File: src/rtl/crossing_pkg.sv
// Shared types and defaults for the crossing sequencer.
package crossing_pkg;

    // Default width of every millisecond counter and time value.
    localparam int TW_DEFAULT = 19;

    // Sequencer states for one train pass through the section.
    typedef enum logic [2:0] {
        IDLE    = 3'd0,
        MEASURE = 3'd1,
        PREDICT = 3'd2,
        WAIT    = 3'd3,
        CLOSED  = 3'd4
    } state_e;

endpackage

File: src/rtl/tick_prescaler.sv
// Millisecond tick generator: counts 0..TICK_DIV-1 and flags the terminal count.
// clr restarts the count so a freshly entered phase begins on a whole tick.
module tick_prescaler #(
    parameter int TICK_DIV = 50000
) (
    input  logic clk,
    input  logic rst,
    input  logic clr,
    output logic tick
);

    localparam int CW = (TICK_DIV > 1) ? $clog2(TICK_DIV) : 1;
    localparam logic [CW-1:0] TERM = CW'(TICK_DIV - 1);

    logic [CW-1:0] cnt_q;

    assign tick = (cnt_q == TERM);

    // Free-running divider, restarted from zero on clr.
    always_ff @(posedge clk) begin
        if (rst || clr) begin
            cnt_q <= '0;
        end else if (tick) begin
            cnt_q <= '0;
        end else begin
            cnt_q <= cnt_q + CW'(1);
        end
    end

endmodule

File: src/rtl/crossing_sequencer.sv
// Crossing sequencer: measures s1->s2 transit in ms ticks, hands it to the
// external predictor, counts down the predicted arrival time and then holds
// the gate closed for HOLD_MS ticks.
module crossing_sequencer
    import crossing_pkg::*;
#(
    parameter int TICK_DIV   = 50000,
    parameter int TW         = TW_DEFAULT,
    parameter int TIMEOUT_MS = 500000,
    parameter int HOLD_MS    = 3000
) (
    input  logic          clk,
    input  logic          rst,
    input  logic          s1,
    input  logic          s2,
    output logic          pred_start,
    output logic [TW-1:0] pred_time_in,
    input  logic          pred_done,
    input  logic [TW-1:0] pred_time_out,
    output logic          gate_close,
    output logic          busy,
    output logic          timeout_err
);

    localparam logic [TW-1:0] TIMEOUT_T = TW'(TIMEOUT_MS);
    localparam logic [TW-1:0] HOLD_T    = TW'(HOLD_MS);

    state_e        state_q;
    logic [1:0]    sens;
    logic [1:0]    prev_q;
    logic [1:0]    rise;
    logic          s1_rise;
    logic          s2_rise;
    logic          tick;
    logic          presc_clr;
    logic [TW-1:0] count_q;
    logic [TW-1:0] count_inc;
    logic [TW-1:0] count_d;
    logic [TW-1:0] countdown_q;
    logic [TW-1:0] hold_q;
    logic [TW-1:0] hold_d;
    logic          pred_start_q;
    logic [TW-1:0] pred_time_in_q;
    logic          gate_close_q;
    logic          timeout_err_q;

    // Bit 0 is sensor 1, bit 1 is sensor 2.
    assign sens = {s2, s1};

    // Previous samples reset high so a sensor already active at reset never reads as an edge.
    always_ff @(posedge clk) begin
        if (rst) begin
            prev_q <= 2'b11;
        end else begin
            prev_q <= sens;
        end
    end

    generate
        for (genvar gi = 0; gi < 2; gi++) begin : g_edge
            assign rise[gi] = sens[gi] & ~prev_q[gi];
        end
    endgenerate

    assign s1_rise = rise[0];
    assign s2_rise = rise[1];

    // Restart the tick phase whenever a timed interval begins.
    assign presc_clr = ((state_q == IDLE) && s1_rise) ||
                       ((state_q == PREDICT) && pred_done && (pred_time_out != '0));

    tick_prescaler #(
        .TICK_DIV(TICK_DIV)
    ) u_prescaler (
        .clk (clk),
        .rst (rst),
        .clr (presc_clr),
        .tick(tick)
    );

    // Transit count including this cycle's tick, so a capture coinciding with
    // a tick reports the full elapsed time. Saturates instead of wrapping.
    assign count_inc = (&count_q) ? count_q : count_q + TW'(1);
    assign count_d   = tick ? count_inc : count_q;
    assign hold_d    = (&hold_q) ? hold_q : hold_q + TW'(1);

    // Sequencer FSM with all outputs registered.
    always_ff @(posedge clk) begin
        if (rst) begin
            state_q        <= IDLE;
            count_q        <= '0;
            countdown_q    <= '0;
            hold_q         <= '0;
            pred_start_q   <= 1'b0;
            pred_time_in_q <= '0;
            gate_close_q   <= 1'b0;
            timeout_err_q  <= 1'b0;
        end else begin
            pred_start_q  <= 1'b0;
            timeout_err_q <= 1'b0;
            case (state_q)
                IDLE: begin
                    if (s1_rise) begin
                        state_q <= MEASURE;
                        count_q <= '0;
                    end
                end
                MEASURE: begin
                    // s2 takes priority over a timeout reached in the same cycle.
                    if (s2_rise) begin
                        pred_time_in_q <= count_d;
                        pred_start_q   <= 1'b1;
                        count_q        <= count_d;
                        state_q        <= PREDICT;
                    end else if (count_d >= TIMEOUT_T) begin
                        timeout_err_q <= 1'b1;
                        count_q       <= count_d;
                        state_q       <= IDLE;
                    end else begin
                        count_q <= count_d;
                    end
                end
                PREDICT: begin
                    if (pred_done) begin
                        if (pred_time_out == '0) begin
                            hold_q       <= '0;
                            gate_close_q <= 1'b1;
                            state_q      <= CLOSED;
                        end else begin
                            countdown_q <= pred_time_out;
                            state_q     <= WAIT;
                        end
                    end
                end
                WAIT: begin
                    if (tick) begin
                        if (countdown_q <= TW'(1)) begin
                            countdown_q  <= '0;
                            hold_q       <= '0;
                            gate_close_q <= 1'b1;
                            state_q      <= CLOSED;
                        end else begin
                            countdown_q <= countdown_q - TW'(1);
                        end
                    end
                end
                CLOSED: begin
                    if (tick) begin
                        if (hold_d >= HOLD_T) begin
                            hold_q       <= hold_d;
                            gate_close_q <= 1'b0;
                            state_q      <= IDLE;
                        end else begin
                            hold_q <= hold_d;
                        end
                    end
                end
                default: begin
                    gate_close_q <= 1'b0;
                    state_q      <= IDLE;
                end
            endcase
        end
    end

    assign busy         = (state_q != IDLE);
    assign pred_start   = pred_start_q;
    assign pred_time_in = pred_time_in_q;
    assign gate_close   = gate_close_q;
    assign timeout_err  = timeout_err_q;

endmodule

File: config.mk
export PLATFORM = sky130hd
export DESIGN_NAME = crossing_sequencer
export DESIGN_NICKNAME = d
export VERILOG_FILES = /design/src/rtl/crossing_pkg.sv /design/src/rtl/tick_prescaler.sv /design/src/rtl/crossing_sequencer.sv
export SDC_FILE = /design/constraint.sdc
export NUM_CORES = 1
export LEC_CHECK = 0
export CAP_MARGIN = 10
export CORE_ASPECT_RATIO = 0.5
export CORE_MARGIN = 3
export CORE_UTILIZATION = 53
export CTS_CLUSTER_SIZE = 30
export DETAILED_ROUTE_END_ITERATION = 8
export GPL_TIMING_DRIVEN = 0
export HOLD_SLACK_MARGIN = 0.02
export PLACE_DENSITY = 0.77
export SLEW_MARGIN = 20
export SYNTH_ARGS = -nofsm -noshare
export SYNTH_HDL_FRONTEND = slang
export SYNTH_SLANG_ARGS = --single-unit
File: constraint.sdc
create_clock -name clk -period 2.5 [get_ports clk]
set_input_delay 0.375 -clock clk [delete_from_list [all_inputs] [get_ports clk]]
set_output_delay 0.375 -clock clk [all_outputs]
set_load 0.01 [all_outputs]
# After elaboration in Yosys (flattened, before gate mapping)
# Cells that the tools add are included.
# op_classes
bitwise	6
div	0
mux	35
n_addsub	4
multipliers	0
reduce_logical	24
shift	0
n_lt_le_gt_ge	3
eq_ne	14
# op_table
op	n
$mux W19	13
$pmux W19 S2	2
$pmux W19 S3	1
$add A19 B1 Y19 const B	2
$reduce_and A19 Y1	2
$mux W3	9
$ge A19 B12 Y1 const B	1
$ge A19 B19 Y1 const B	1
$le A19 B1 Y1 const B	1
$logic_not A19 Y1	1
$reduce_bool A19 Y1	1
$sub A19 B1 Y19 const B	1
$add A16 B1 Y16 const B	1
$eq A16 B16 Y1 const B	1
$pmux W3 S5	1
$ne A2 B2 Y1 const B	7
$reduce_and A7 Y1	2
$mux W1	8
$eq A3 B2 Y1 const B	2
$reduce_and A6 Y1	1
$reduce_bool A3 Y1	2
$reduce_or A2 Y1	3
$not A1 Y1	4
$pmux W1 S4	1
12 further kinds	18
# word_totals
latchBits	0
out_inout_bits	23
register_bits	100
mem_count	0
ram_bits	0
inputBits	24
mem_bits_ro	0

# Longest topological paths before layout
# Gate-level depths: netlist of the first run.
# logic_depth
word_depth	7
mapped_depth	10

# By module
# From an unflattened synthesis of the first run, not the netlist that was laid out.
# unflattened
hier_cells	726
area_unflattened_um2	5667.9
# modules_own_cells
mod	area_per_inst_um2	cells_per_inst	n_inst
crossing_sequencer	4924.7	643	1
tick_prescaler	743.2	83	1

# Worst setup path after synthesis of the first run
# OpenSTA, ideal clock, no wires.
# synth_path
path_type	register -> register
startpoint	register count_q[0] (netlist name)
endpoint	register hold_q[18]
setup_ns	0.115
period_less_slack_ns	2.730
setup_slack_ns	-0.230
arrival_ns	2.615
required_time_ns	2.385
stages_incl_launch_ff	11
cell_sequence	dfxtp_1 -> ha_1 -> nand3_1 -> or3_1 -> clkbuf_1 -> o21ai_2 -> nor2_1 -> o2111ai_1 -> o2111ai_1 -> a311o_4 -> o21a_1
# synth_lines
item	line_no	source
end signal: assignment	crossing_sequencer.sv:150	hold_q <= hold_d;
end signal: assignment	crossing_sequencer.sv:154	hold_q <= hold_d;
end: declaration	crossing_sequencer.sv:40	logic [TW-1:0] hold_q;

# Worst setup path in the final report of the first run
# layout_path
startpoint	register countdown_q[4]
endpoint	register hold_q[18]
# layout_between
elab_chain_len	3
# layout_rtl
item	line_no	source
start: declaration	crossing_sequencer.sv:39	logic [TW-1:0] countdown_q;
start signal: assignment	crossing_sequencer.sv:130	countdown_q <= pred_time_out;
start signal: assignment	crossing_sequencer.sv:143	countdown_q <= countdown_q - TW'(1);
$le A19 B1 Y1	crossing_sequencer.sv:137	if (countdown_q <= TW'(1)) begin
$ne A2 B2 Y1 (no source line)	--	
$reduce_and A6 Y1 (no source line)	--	
# No other way between the ends.
# A chain may end at the register's enable or synchronous reset.

==> results by group, run 1 <==
Outcome
  – Status: finished, violations left
  – Violated checks: setup timing

Clock tree
  – Clk buf depth: 2
  – CTS buffer count: 9
  – Sink Count: 100
  – Htree depth: 3
  – CTS tree: yes
  – Clock transition at path regs: 0.07 ns
  – Later-pin clock latency in the skew report: 0.35 ns
  – CTS root buffer: clkbuf_16

Power
  – P per Cell Area: 511 nW/µm²
  – Clock Power Share: 36.7%
  – Power, Total: 3.89 mW
  – Int Power: 2.75 mW
  – IR drop worst, VDD: 319 µV
  – Sw Share: 29.3%
  – LEAKAGE: 2.71 nW
  – Seq pwr share: 42.9%
  – Switch Pwr: 1.14 mW
  – Comb power frac: 20.4%

Place
  – DP Wirelength: 10900 µm
  – IO Port Bufs: 45
  – Setup WS pre-CTS: -0.980 ns
  – DP Area: 6260 µm²
  – RePlAce Congestion: 0.930

Finish
  – Commonest non-fill, non-tap cell in the layout: nor2_1
  – Layout Utilization: 77.2%
  – Final nets: 860
  – Area of the multi-input gates: 3910 µm²
  – Ant diodes: 0
  – Area delta synth->final: 36.2%
  – Most frequent cells in the layout: nor2_1, dfxtp_1, nand2_1, buf_4, a21oi_1
  – Post-route design area: 7610 µm²
  – Fill cells: 679
  – Sequential Area: 2030 µm²
  – Share of cells above drive strength 1: 24.6%

Detailed routing
  – Vias per cell: 6.44
  – Routed length per placed instance: 18.9 µm
  – Wirelength, routed: 18400 µm
  – Via count: 6257
  – DR iter-0 viols: 610
  – DRC violations left: 0
  – Antenna viol nets, final: 0
  – TritonRoute pass-1 iters: 5

Synthesis
  – Synth Register Bits: 100
  – Synth unique cells: 63
  – Syn_area_per_cell: 7.62 µm²
  – Seq/Total Area, Yosys: 35.8%
  – Gate Count Post-Synth: 733
  – Ys flop type: dfxtp_1
  – Post-synth EDFFs: 0
  – Yosys warning count: 0
  – Async SR Flop Fraction: 0%
  – Mapped cell area: 5590 µm²
  – Mapped Nets: 762

STA
  – Relative slew slack: 44.0%
  – F_max: 349 MHz
  – Unrepaired setup endpoints after global routing: yes
  – Slew @ Worst Pin: 0.839 ns
  – Minimum clock period: 2.86 ns
  – Final Hold Vio Count: 0
  – Post-route clock period utilization: 114%
  – Setup violations, final: 42
  – Setup WS post-layout: -0.362 ns
  – Hold WS: 0.449 ns
  – Clock Skew: 0.00498 ns
  – Fin. max-slew vios: 0

Floorplan
  – Die Ht: 78.6 µm
  – Row count: 25
  – Starting Density: 56.7%
  – Top Ports: 47
  – Core area: 9850 µm²
  – Die area: 11900 µm²
  – Die width: 151 µm

Worst setup path
  – Critical path fanouts, max: 5
  – Reg2Reg Setup Slack: -0.36 ns
  – Setup crit end: hold_q[18]$_SDFFE_PP0P_
  – Reg2reg start: countdown_q[4]$_SDFFE_PP0P_
  – Slowest CP cell: or4_4
  – Critical path buffers and inverters: 0
  – Crit path max-delay family: simple AND/OR/NAND/NOR gates
  – WP data required: 2.75 ns
  – Reg2Reg Depth: 8
  – CP endpoint kind: flip-flop
  – CP cell instances: or4_4, or3_4, nor4b_4, a31o_2, and2_4, o21ai_4, a311o_4, o21a_1
  – Crit Path Class: flip-flop to flip-flop
  – Critical path's largest stage delay: 0.57 ns
  – Critical R2R Capture: hold_q[18]$_SDFFE_PP0P_
  – WP depth: 8
  – Worst setup startpoint: countdown_q[4]$_SDFFE_PP0P_
  – Type of origin of the critical path: flip-flop
  – Worst Path Arrival: 3.11 ns

Global route
  – Antenna violations before repair: 0
  – Overflow left after global routing: 0
  – Vias in the first global route: 5736
  – Gr usage total: 29.2%
  – Largest net degree at the start of global routing: 17
  – First-pass GRT wire length: 28000 µm

Job
  – Max-Cap Viols: 0

Worst hold path
  – Hold WC Path Type: flip-flop to flip-flop
## metrics by stage
stage	cells	TNS, ns
2_1_floorplan	733	-0.172
3_3_place_gp	913	-47.87
3_5_place_dp	913	-50.04
4_1_cts	951	-5.08
5_1_grt	971	-9.70
6_report	971	-7.29
## per-layer routing
metal	up-vias	share of wire [%]	GRT usage [%]
met5	-	0	0
met1	2927	41	37.8
met2	385	46	47.1
li1	2871	-	-
met3	74	9.2	6.23
met4	0	3.8	12.1
## registers in the layout, indices dropped and copies added (netlist names)
name,flops
countdown_q,19
hold_q,19
timeout_err,1
gate_close,1
u_prescaler.cnt_q,16
pred_start,1
count_q,19
pred_time_in,19
state_q,3
prev_q,2
## worst min path at each step
stage	start	to	slack, ns	cells after the start
2_1_floorplan	u_prescaler.cnt_q[0]$_SDFF_PP0_	u_prescaler.cnt_q[0]$_SDFF_PP0_	0.41	1
3_3_place_gp	u_prescaler.cnt_q[0]$_SDFF_PP0_	u_prescaler.cnt_q[0]$_SDFF_PP0_	0.43	1
3_5_place_dp	u_prescaler.cnt_q[0]$_SDFF_PP0_	u_prescaler.cnt_q[0]$_SDFF_PP0_	0.45	1
4_1_cts	u_prescaler.cnt_q[0]$_SDFF_PP0_	u_prescaler.cnt_q[0]$_SDFF_PP0_	0.46	1
5_1_grt	u_prescaler.cnt_q[0]$_SDFF_PP0_	u_prescaler.cnt_q[0]$_SDFF_PP0_	0.47	1
6_report	u_prescaler.cnt_q[0]$_SDFF_PP0_	u_prescaler.cnt_q[0]$_SDFF_PP0_	0.45	1
## power by group through the flow
stage / registers (mW) / clock network (mW) / logic, mW
final: 1.67 / 1.43 / 0.795
after global routing: 1.68 / 1.51 / 0.843
after CTS: 1.65 / 1.44 / 0.727
after detailed placement: 1.69 / 0 / 0.655
after global placement: 1.69 / 0 / 0.655
after floorplan: 1.69 / 0 / 0.403
## cell families (layout without fill, tap and decap cells)
kind of cell    Yosys count  after routing  share of synthesized area [%]
fa+ha+maj                 5              5                           1.12
simple gates            340            340                           29.5
flops                   100            100                           35.8
compound gates          186            186                           22.7
xor+xnor                 38             38                           5.96
buf+inv                  60            163                           4.21
mux                       4              4                          0.717
## final cells by class
type	count	area share [%]
inverter	15	0.740
clock inverter	6	0.839
tap	135	2.22
sequential	100	26.7
timing repair buffer	95	11.8
multi-input combinational	573	51.4
buffer	37	3.14
clock buffer	10	3.14
## what timing repair did
item                                   in CTS  in global routing
setup endpoints to repair                  64                 80
buffers inserted                           25                 23
hold buffers                                0                  0
resized for setup                          99                 90
pin swaps                                  48                 32
cloned                                      2                  1
endpoints found under the hold margin       0                  0
## cells in the mapped netlist, types with 3 or more instances
cell type	number	area [µm²]
nor2_1	132	495
inv_1	15	56.3
o21ai_0	35	175
a31oi_1	6	37.5
ha_1	5	62.6
xnor2_1	23	201
dfxtp_1	100	2000
clkbuf_1	37	139
o41ai_1	6	52.6
nor4_1	14	87.6
mux2i_1	4	40.0
a41oi_1	3	26.3
a22oi_1	20	150
and4_1	3	26.3
o31ai_1	3	22.5
and3_1	12	75.1
nor3_1	32	160
a211oi_1	25	188
xor2_1	15	131
o211ai_1	6	45.0
a21o_1	4	30.0
nand3b_1	4	30.0
and2_1	4	25.0
o2111ai_1	4	35.0
nand3_1	25	125
nand4_1	15	93.8
or4_1	4	30.0
buf_2	8	40.0
nor3b_1	3	22.5
a311oi_1	5	43.8
or3_1	6	37.5
nand2_1	63	236
a32o_1	3	30.0
or2_2	6	37.5
a21oi_1	45	225
nor2b_1	4	25.0
Power figures use the tool's default switching activity.
==> run 2, diff against run 1 <==
--- a/config.mk
+++ b/config.mk
@@ -13,7 +13,7 @@
 export DETAILED_ROUTE_END_ITERATION = 8
 export GPL_TIMING_DRIVEN = 0
 export HOLD_SLACK_MARGIN = 0.02
-export PLACE_DENSITY = 0.77
+export PLACE_DENSITY = 0.73
 export SLEW_MARGIN = 20
 export SYNTH_ARGS = -nofsm -noshare
 export SYNTH_HDL_FRONTEND = slang
==> constraint.sdc (replaced) <==
create_clock -name clk -period 2.45 [get_ports clk]
set_input_delay 0.3675 -clock clk [delete_from_list [all_inputs] [get_ports clk]]
set_output_delay 0.3675 -clock clk [all_outputs]
set_load 0.01 [all_outputs]
==> run 2 against run 1 <==
Compared with the run above: the run still ends with setup timing left; final area grew 1.8%; critical path depth is the same; cell count grew 0.10%; wire length grew 0.33%; power grew 3.1%; die area is the same; clock power grew 4%; global-route usage grew 0.41 points; non-clock buffer count grew 1; critical endpoint unchanged; largest cell class unchanged; largest power group unchanged.
==> results by group, run 2 (same netlist as run 1, synthesis figures left out) <==
Detailed routing
  – WL met2: 8740 µm (+3.0%)
  – Via count: 6173 (-1.3%)
  – TritonRoute pass-1 iters: 6 (+1)
  – Met3 wire len: 1690 µm (unchanged)
  – DRC violations left: 0 (unchanged)
  – Routed length per placed instance: 19.0 µm (+0.23%)
  – Vias per cell: 6.35 (-1.4%)
  – Wirelength, routed: 18500 µm (+0.33%)
  – DR iter-0 viols: 493 (-19%)
  – Antenna viol nets, final: 0 (unchanged)
  – Top Layer Used: met4
  – Met1 Wirelength: 7560 µm (+0.59%)

Global route
  – Overflow left after global routing: 0 (unchanged)
  – Largest net degree at the start of global routing: 18 (+1)
  – Antenna violations before repair: 0 (unchanged)
  – Vias in the first global route: 5691 (-0.78%)
  – Gr usage total: 29.6% (+0.41 points)
  – First-pass GRT wire length: 28300 µm (+1.1%)

Finish
  – Post-route design area: 7740 µm² (+1.8%)
  – Final nets: 861 (+0.12%)
  – Most frequent cells in the layout: nor2_1, dfxtp_1, nand2_1, buf_4, a21oi_1
  – Area of the multi-input gates: 3980 µm² (+1.8%)
  – Sequential Area: 2030 µm² (-0.31%)
  – Fill cells: 711 (+4.7%)
  – Ant diodes: 0 (unchanged)
  – Commonest non-fill, non-tap cell in the layout: nor2_1
  – Area delta synth->final: 38.6%
  – Share of cells above drive strength 1: 26.5% (+1.9 points)

STA
  – Relative slew slack: 44.0% (-0.066 points)
  – TNS Setup: -10.45 ns (-3.15 ns)
  – Slew @ Worst Pin: 0.840 ns (+0.000992 ns)
  – Minimum clock period: 2.87 ns (+0.00897 ns)
  – Unrepaired setup endpoints after global routing: yes
  – Fin. max-slew vios: 0 (unchanged)
  – F_max: 348 MHz (-0.31%)
  – Setup violations, final: 41 (-2.4%)
  – Final Hold Vio Count: 0 (unchanged)
  – Post-route clock period utilization: 117% (+2.7 points)
  – Setup WS post-layout: -0.421 ns (-0.0590 ns)
  – Clock Skew: 0.00912 ns (+0.00414 ns)

Power
  – LEAKAGE: 2.71 nW (about the same)
  – P per Cell Area: 518 nW/µm² (+1.3%)
  – Switch Pwr: 1.19 mW (+4.5%)
  – Int Power: 2.82 mW (+2.5%)
  – IR drop worst, VDD: 324 µV (+1.6%)
  – Clock Power Share: 37.1% (+0.4 points)
  – Seq pwr share: 42.5% (-0.4 points)
  – Sw Share: 29.7% (+0.39 points)
  – Comb power frac: 20.4% (about the same)

Floorplan
  – Top Ports: 47 (unchanged)
  – Die area: 11900 µm² (unchanged)
  – Starting Density: 56.7% (unchanged)
  – Die width: 151 µm (unchanged)
  – Row count: 25 (unchanged)
  – Core area: 9850 µm² (unchanged)
  – Die Ht: 78.6 µm (unchanged)

Worst setup path
  – Critical path's largest stage delay: 0.54 ns (-0.03 ns)
  – Worst Path Arrival: 3.12 ns (about the same)
  – Slowest CP cell: or4_4
  – CP endpoint kind: flip-flop
  – Type of origin of the critical path: flip-flop
  – CP cell instances: or4_4, nor4_4, nor4b_4, a31o_2, and2_4, o21ai_4, a311o_4, o21a_1
  – Crit Path Class: flip-flop to flip-flop
  – WP data required: 2.70 ns (-0.05 ns)
  – Critical path fanouts, max: 4 (-1)
  – Crit path max-delay family: simple AND/OR/NAND/NOR gates
  – Critical path buffers and inverters: 0 (unchanged)

Place
  – DP Wirelength: 11100 µm (+2.6%)
  – RePlAce Congestion: 0.936 (+0.66%)
  – IO Port Bufs: 45 (unchanged)
  – DP Area: 6270 µm² (about the same)

Clock tree
  – CTS tree: yes
  – Later-pin clock latency in the skew report: 0.35 ns (about the same)
  – Sink Count: 100 (unchanged)
  – Clock transition at path regs: 0.07 ns (about the same)
  – Clk buf depth: 2 (unchanged)
  – Htree depth: 3 (unchanged)
  – CTS root buffer: clkbuf_16
  – CTS buffer count: 9 (unchanged)

Job
  – Max-Cap Viols: 0 (unchanged)

Worst hold path
  – Hold WC Path Type: input pin to flip-flop

Outcome
  – Status: finished, violations left
  – Violated checks: setup timing
run 2: what timing repair did:
| item | 4_1_cts | 5_1_grt |
|---|---|---|
| gates cloned | 2 | 1 |
| setup endpoints to repair | 65 | 67 |
| endpoints found under the hold margin | 0 | 0 |
| pin swaps | 49 | 49 |
| resized for setup | 112 | 113 |
| hold buffers | 0 | 0 |
| setup buffers | 29 | 20 |
run 2: worst paths after layout:
kind	start	endpoint	slack (ns)	cells after the start
setup / recovery	countdown_q[11]$_SDFFE_PP0P_	hold_q[18]$_SDFFE_PP0P_	-0.42	8
hold reg to reg	u_prescaler.cnt_q[0]$_SDFF_PP0_	u_prescaler.cnt_q[0]$_SDFF_PP0_	0.45	1
hold / removal	pred_time_out[5]	countdown_q[5]$_SDFFE_PP0P_	0.43	3
setup reg to reg	countdown_q[11]$_SDFFE_PP0P_	hold_q[18]$_SDFFE_PP0P_	-0.42	8
run 2: area by class of cell:
class	count	share of cell area [%]
multi-input combinational	573	51.4
clock inverter	6	0.921
clock buffer	10	3.09
buffer	37	3.41
tap	135	2.18
inverter	15	0.727
timing repair buffer	96	12.1
sequential	100	26.2
run 2: worst register-to-register path, delay by kind of cell, from the launching register on:
family / cells / cell delay [ns]
AND/OR/NAND/NOR: 4 / 1.48
AO/OA/AOI/OAI: 4 / 0.94
flip-flops: 1 / 0.35
run 2: power by group through the flow:
stage / clock (mW) / combinational [mW] / sequential (mW)
2_1_floorplan: 0 / 0.412 / 1.73
3_3_place_gp: 0 / 0.672 / 1.72
3_5_place_dp: 0 / 0.673 / 1.72
4_1_cts: 1.50 / 0.742 / 1.70
5_1_grt: 1.57 / 0.873 / 1.71
6_report: 1.49 / 0.819 / 1.71
run 2: through the flow:
step | cells | hold WS (ns) | worst slack (ns) | util (%) | power, mW
floorplan | 733 | 0.413 | -0.126 | - | 2.14
global placement | 913 | 0.427 | -1.03 | 63.6 | 2.40
detailed placement | 913 | 0.434 | -1.04 | 63.6 | 2.40
CTS | 954 | 0.444 | -0.302 | 73.3 | 3.95
global route | 972 | 0.431 | -0.444 | 78.6 | 4.15
finish | 972 | 0.431 | -0.421 | 78.6 | 4.01
run 2: per-layer routing:
metal / GRT usage (%) / up-vias
met5: 0 / -
met4: 10.3 / 0
met3: 5.48 / 66
met2: 49.0 / 354
met1: 38.8 / 2875
li1: - / 2878
==> run 3, diff against run 2 <==
--- a/config.mk
+++ b/config.mk
@@ -6,14 +6,15 @@
 export NUM_CORES = 1
 export LEC_CHECK = 0
 export CAP_MARGIN = 10
+export CELL_PAD_IN_SITES_DETAIL_PLACEMENT = 0
+export CELL_PAD_IN_SITES_GLOBAL_PLACEMENT = 1
 export CORE_ASPECT_RATIO = 0.5
 export CORE_MARGIN = 3
-export CORE_UTILIZATION = 53
+export CORE_UTILIZATION = 39
 export CTS_CLUSTER_SIZE = 30
 export DETAILED_ROUTE_END_ITERATION = 8
 export GPL_TIMING_DRIVEN = 0
-export HOLD_SLACK_MARGIN = 0.02
-export PLACE_DENSITY = 0.73
+export PLACE_DENSITY = 0.72
 export SLEW_MARGIN = 20
 export SYNTH_ARGS = -nofsm -noshare
 export SYNTH_HDL_FRONTEND = slang
==> run 3 against run 2 <==
Compared with the run above: the flow still finishes with violations (setup timing); setup slack better by 0.068 ns; power is 1.9% lower; wire length is 1.2% higher; final area is 0.53% lower; clock skew is 0.0023 ns higher; cell count is 6.3% higher; largest power group unchanged.
==> results by group, run 3 (same netlist as run 1, synthesis figures left out) <==
Finish
  – Layout Utilization: 55.9% (-23 points)
  – Ant diodes: 0 (unchanged)
  – Share of cells above drive strength 1: 24.3% (-2.3 points)
  – Commonest non-fill, non-tap cell in the layout: nor2_1
  – Post-route design area: 7700 µm² (-0.53%)
  – Final nets: 865 (+0.46%)
  – Most frequent cells in the layout: nor2_1, dfxtp_1, nand2_1, a21oi_1, buf_4
  – Area delta synth->final: 37.9%

Job
  – Max-Cap Viols: 0 (unchanged)

STA
  – Final Hold Vio Count: 0 (unchanged)
  – Slew @ Worst Pin: 0.892 ns (+0.0516 ns)
  – Hold WS: 0.434 ns (+0.00306 ns)
  – Post-route clock period utilization: 114% (-2.8 points)
  – F_max: 357 MHz (+2.4%)
  – Minimum clock period: 2.80 ns (-0.0680 ns)
  – Relative slew slack: 40.2% (-3.8 points)
  – Clock Skew: 0.0114 ns (+0.00229 ns)
  – Unrepaired setup endpoints after global routing: yes
  – Fin. max-slew vios: 0 (unchanged)
  – Setup WS post-layout: -0.353 ns (+0.0680 ns)
  – Setup violations, final: 42 (+2.4%)
  – TNS Setup: -8.87 ns (+1.57 ns)

Worst setup path
  – Critical R2R Capture: hold_q[9]$_SDFFE_PP0P_
  – CP endpoint kind: flip-flop
  – Reg2Reg Setup Slack: -0.35 ns (+0.07 ns)
  – Type of origin of the critical path: flip-flop
  – Crit Path Class: flip-flop to flip-flop
  – WP data required: 2.73 ns (+0.03 ns)
  – Critical path fanouts, max: 6 (+2)
  – Worst Path Arrival: 3.08 ns (-0.04 ns)
  – Reg2Reg Depth: 10 (+2)
  – Reg2reg start: countdown_q[4]$_SDFFE_PP0P_

Clock tree
  – Clk buf depth: 2 (unchanged)
  – Clock transition at path regs: 0.07 ns (about the same)
  – CTS buffer count: 9 (unchanged)
  – Hold Buf Count CTS: 0 (unchanged)
  – Sink Count: 100 (unchanged)
  – Htree depth: 3 (unchanged)
  – CTS root buffer: clkbuf_16
  – Later-pin clock latency in the skew report: 0.36 ns (about the same)
  – CTS tree: yes

Detailed routing
  – WL met2: 8520 µm (-2.6%)
  – Top Layer Used: met4
  – DR iter-0 viols: 409 (-17%)
  – Routed length per placed instance: 18.1 µm (-4.8%)
  – Wirelength, routed: 18700 µm (+1.2%)
  – Via count: 5905 (-4.3%)
  – Antenna viol nets, final: 0 (unchanged)
  – Met3 wire len: 1050 µm (-38%)
  – Met1 Wirelength: 8840 µm (+17%)
  – Vias per cell: 5.72 (-10%)
  – DRC violations left: 0 (unchanged)
  – TritonRoute pass-1 iters: 5 (-1)

Place
  – IO Port Bufs: 45 (unchanged)
  – Setup WS pre-CTS: -1.20 ns (-0.170 ns)
  – DP Area: 6340 µm² (+1.1%)
  – DP Wirelength: 12300 µm (+10%)
  – RePlAce Congestion: 0.881 (-5.9%)

Worst hold path
  – Hold WC Path Type: input pin to flip-flop
  – Hold EP: countdown_q[6]$_SDFFE_PP0P_
  – Hold-critical path depth: 3 (unchanged)
  – Hold wc startpoint: pred_time_out[6]

Global route
  – Largest net degree at the start of global routing: 19 (+1)
  – Gr usage total: 22.9% (-6.6 points)
  – First-pass GRT wire length: 29000 µm (+2.2%)
  – Overflow left after global routing: 0 (unchanged)
  – Vias in the first global route: 5383 (-5.4%)
  – Antenna violations before repair: 0 (unchanged)

Floorplan
  – Die area: 15900 µm² (+34%)
  – Row count: 30 (+20%)
  – Die Ht: 90.6 µm (+15%)
  – Die width: 175 µm (+16%)
  – Top Ports: 47 (unchanged)
  – Core area: 13800 µm² (+40%)
  – Starting Density: 40.6% (-16 points)

Power
  – IR drop worst, VDD: 343 µV (+5.8%)
  – LEAKAGE: 2.66 nW (-1.9%)
  – P per Cell Area: 511 nW/µm² (-1.4%)

Outcome
  – Status: finished, violations left
  – Violated checks: setup timing
## run 3: changes by cell type in the layout (fill, tap and decap cells not counted), sizes merged
cell           change
dlygate4sd2       +10
dlymetal6s2s       -8
clkbuf             +3
clkdlybuf4s50      -2
buf                +1
bufinv             -1
inv                +1
## run 3: report_power, final
| group | switching, mW | internal, mW |
|---|---|---|
| registers | 0.0434 | 1.66 |
| clock network | 0.704 | 0.738 |
| logic | 0.472 | 0.316 |
## run 3: cell type report
cell class,instances,area (µm²)
fill,1331,6070
multi-input combinational,573,3870
sequential,100,2030
timing repair buffer,100,951
buffer,37,268
tap,192,240
clock buffer,10,239
inverter,15,56.3
clock inverter,6,55.1
## run 3: metal layers
layer	global-route usage, %	vias to the layer above
met3	6.05	26
met1	30.3	2844
li1	-	2880
met2	37.3	155
met5	0	-
met4	6.10	0
## run 3: how the worst max path moves through the flow
stage	from	endpoint	slack, ns	cells past startpoint
CTS	countdown_q[13]$_SDFFE_PP0P_	hold_q[18]$_SDFFE_PP0P_	-0.41	10
finish	countdown_q[4]$_SDFFE_PP0P_	hold_q[9]$_SDFFE_PP0P_	-0.35	10
floorplan	countdown_q[4]$_SDFFE_PP0P_	hold_q[18]$_SDFFE_PP0P_	-0.13	8
global route	countdown_q[4]$_SDFFE_PP0P_	hold_q[9]$_SDFFE_PP0P_	-0.48	10
detailed placement	pred_time_out[14]	hold_q[9]$_SDFFE_PP0P_	-1.20	9
global placement	pred_time_out[14]	hold_q[9]$_SDFFE_PP0P_	-1.27	9
## run 3: stage by stage
stage	cells	power, mW
floorplan	733	2.14
global route	1033	4.11
finish	1033	3.94
detailed placement	970	2.42
CTS	1018	3.96
global placement	970	2.42
## run 3: timing repair
item	in CTS	in global routing
resized for setup	130	63
pin swaps	61	27
hold endpoints to repair	0	0
cloned	4	0
setup buffers	34	17
setup endpoints to repair	66	85
## run 3: critical path, stage by stage, from the launching register on
cell      delay (ns)
dfxtp_2         0.35
or4_4           0.56
or3_4           0.38
nor4b_4         0.22
buf_4           0.20
a31o_4          0.19
o211ai_1        0.14
buf_4           0.20
nor2_4          0.20
nand4_1         0.13
a21oi_1         0.15
==> variant, RTL diff (flow settings as in run 2) <==
`TICK_DIV` is set to 50000 in 2 places; all go to 25000.
--- a/src/rtl/tick_prescaler.sv
+++ b/src/rtl/tick_prescaler.sv
@@ -2,5 +2,5 @@
 // clr restarts the count so a freshly entered phase begins on a whole tick.
 module tick_prescaler #(
-    parameter int TICK_DIV = 50000
+    parameter int TICK_DIV = 25000
 ) (
     input  logic clk,
--- a/src/rtl/crossing_sequencer.sv
+++ b/src/rtl/crossing_sequencer.sv
@@ -5,5 +5,5 @@
     import crossing_pkg::*;
 #(
-    parameter int TICK_DIV   = 50000,
+    parameter int TICK_DIV   = 25000,
     parameter int TW         = TW_DEFAULT,
     parameter int TIMEOUT_MS = 500000,
Function: no difference found for any inputs over 10 cycles, from zero or initial values and one cycle with rst high; that may be too few to reach the edited logic, so the function may still have changed.
==> variant against run 2 <==
  * The run still ends with setup timing left
  * Via count is 9.8% lower
  * Non-clock buffer count is 37 lower
  * Cell area is 11% lower
  * Sequential cell count is 1 lower
  * Synthesized area is 0.18% lower
  * Setup slack better by 0.22 ns
  * Power is 2.9% lower
  * Routed wire length is 17% lower
  * Synthesized cell count is 2.0% lower
  * First-iteration DRC count is 17% lower
==> variant: results (changes against run 2) <==
Final layout
  • Layout cells sized above 1: 14.4% (-12 points)
  • Fillers: 818 (+15%)
  • Final Non-Filler Cells: 918 (-5.6%)
  • Final instance area: 6920 um^2 (-11%)
  • ANT cells: 0 (unchanged)
  • Nets: 808 (-6.2%)

Placement
  • Setup slack after placement: -0.651 ns (+0.384 ns)
  • Placed Instances: 898 (-1.6%)
  • Routability congestion estimate from global placement: 0.938 (+0.20%)
  • DP Wirelength: 10700 um (-3.8%)
  • Post-DP Area: 6220 um^2 (-0.74%)

Hold path
  • Hold path cells: 2 (-1)
  • Worst min-delay path endpoint: countdown_q[8]$_SDFFE_PP0P_
  • HP Class: flip-flop to flip-flop
  • Hold Crit Start: countdown_q[8]$_SDFFE_PP0P_

Synth
  • Avg Cell Area, Syn: 7.77 um^2 (+1.9%)
  • Largest cells by area after synthesis: dfxtp_1, nor2_1, a21oi_1, a211oi_1, nand2_1
  • Syn nets: 747 (-2.0%)
  • Most common cell in the netlist: dfxtp_1
  • Sequential share of the synthesized area: 35.5% (-0.29 points)
  • Post-synth top cells: dfxtp_1, nor2_1, nand2_1, a21oi_1, clkbuf_1
  • Asr flop ratio synth: 0% (unchanged)
  • Synth unique cells: 62 (-1.6%)

Setup path
  • Reg-to-Reg Start: u_prescaler.cnt_q[6]$_SDFF_PP0_
  • Critical-path top delay cell: or4_4
  • Worst Reg-to-Reg Cells: 8 (unchanged)
  • Arr. time, crit path: 2.87 ns (-0.25 ns)
  • CP peak stage delay: 0.59 ns (+0.05 ns)
  • RR Endpoint: state_q[1]$_SDFFE_PP0P_
  • Maximum fanout along the worst path: 5 (+1)

Timing
  • Hold Slack: 0.476 ns (+0.0452 ns)
  • Max Slew Vio Count: 0 (unchanged)
  • Tightest Pin Transition: 0.832 ns (-0.00864 ns)
  • Setup ws final: -0.197 ns (+0.224 ns)
  • Worst clock skew: 0.00604 ns (-0.00308 ns)
  • Setup-failing EPs final: 4 (-90%)
  • Setup_tns: -0.665 ns (+9.78 ns)

Pwr
  • Peak supply drop: 0.336 mV (+3.6%)
  • Net Sw Frac: 27.7% (-1.9 points)
  • Leak: 2.40 nW (-12%)

GRT
  • First-pass GRT wire length: 24900 um (-12%)
  • Vias in the first global route: 5129 (-9.9%)
  • Total track usage: 25.6% (-4.0 points)
  • Pin count of the biggest net entering global routing: 17 (-1)

Detailed routing
  • 1st-pass router iterations: 5 (-1)
  • Routed vias/inst: 6.06 (-4.5%)
  • Initial DRC Count: 410 (-17%)
  • Wire per inst: 16.6 um (-12%)

Run status
  • Violated checks: setup timing
  • Status: finished, violations left

Clock tree
  • Total CTS buffers: 9 (unchanged)
-- variant: logic make-up (layout without fill, tap and decap cells) --
kind of cell / count (synthesis) / in the layout / share of synthesized area (%)
xor gates and xnor gates: 31 / 31 / 4.87
muxes: 15 / 15 / 2.78
AOI/OAI and AO/OA: 191 / 191 / 22.9
adders and majority gates: 5 / 5 / 1.12
DFF: 99 / 99 / 35.5
buffers and inverters: 60 / 125 / 4.17
and+or+nand+nor: 317 / 317 / 28.6
-- variant: timing repair --
| action | in CTS | in global routing |
|---|---|---|
| pin swaps | 3 | 9 |
| setup buffers | 5 | 10 |
| endpoints found under the hold margin | 0 | 0 |
| endpoints found under the setup margin | 60 | 69 |
| gates resized for setup | 32 | 53 |
| hold buffers | 0 | 0 |
| cloned | 0 | 0 |
-- variant: worst max path at each step --
| stage | from | endpoint | slack [ns] | depth (start not counted) |
|---|---|---|---|---|
| 3_3_place_gp | pred_time_out[3] | countdown_q[12]$_SDFFE_PP0P_ | -0.66 | 11 |
| 3_5_place_dp | pred_time_out[3] | countdown_q[12]$_SDFFE_PP0P_ | -0.65 | 11 |
| 4_1_cts | u_prescaler.cnt_q[10]$_SDFF_PP0_ | state_q[2]$_SDFFE_PP0P_ | -0.22 | 9 |
| 6_report | u_prescaler.cnt_q[6]$_SDFF_PP0_ | state_q[1]$_SDFFE_PP0P_ | -0.20 | 8 |
| 2_1_floorplan | u_prescaler.cnt_q[10]$_SDFF_PP0_ | state_q[1]$_SDFFE_PP0P_ | 0.002 | 9 |
| 5_1_grt | u_prescaler.cnt_q[6]$_SDFF_PP0_ | state_q[1]$_SDFFE_PP0P_ | -0.28 | 8 |
-- variant: routing by layer --
metal,up-vias,global-route usage (%),wire length [um],share of wire (%)
met3,17,5.65,1110,7.2
met4,0,6.15,146,0.96
met5,-,0,0,0
met1,2615,34.2,7020,46
li1,2731,-,-,-
met2,204,42.2,6990,46
-- variant: area by class of cell --
type / instances / share of cell area (%)
tap: 135 / 2.44
multi-input combinational: 559 / 52.6
sequential: 99 / 29.0
inverter: 14 / 0.760
buffer: 36 / 2.48
clock inverter: 5 / 1.14
timing repair buffer: 60 / 8.25
clock buffer: 10 / 3.31
-- variant: power groups by stage --
stage | clock [mW] | combinational (mW) | sequential, mW
after CTS | 1.52 | 0.658 | 1.68
after global placement | 0 | 0.642 | 1.71
final | 1.50 | 0.725 | 1.67
after global routing | 1.59 | 0.797 | 1.68
after floorplan | 0 | 0.402 | 1.72
after detailed placement | 0 | 0.648 | 1.71
-- variant: worst min-delay path, cell delays in order, from the launching register on --
cell,delay [ns]
dfxtp_1,0.31
o21ai_0,0.06
a21oi_1,0.06
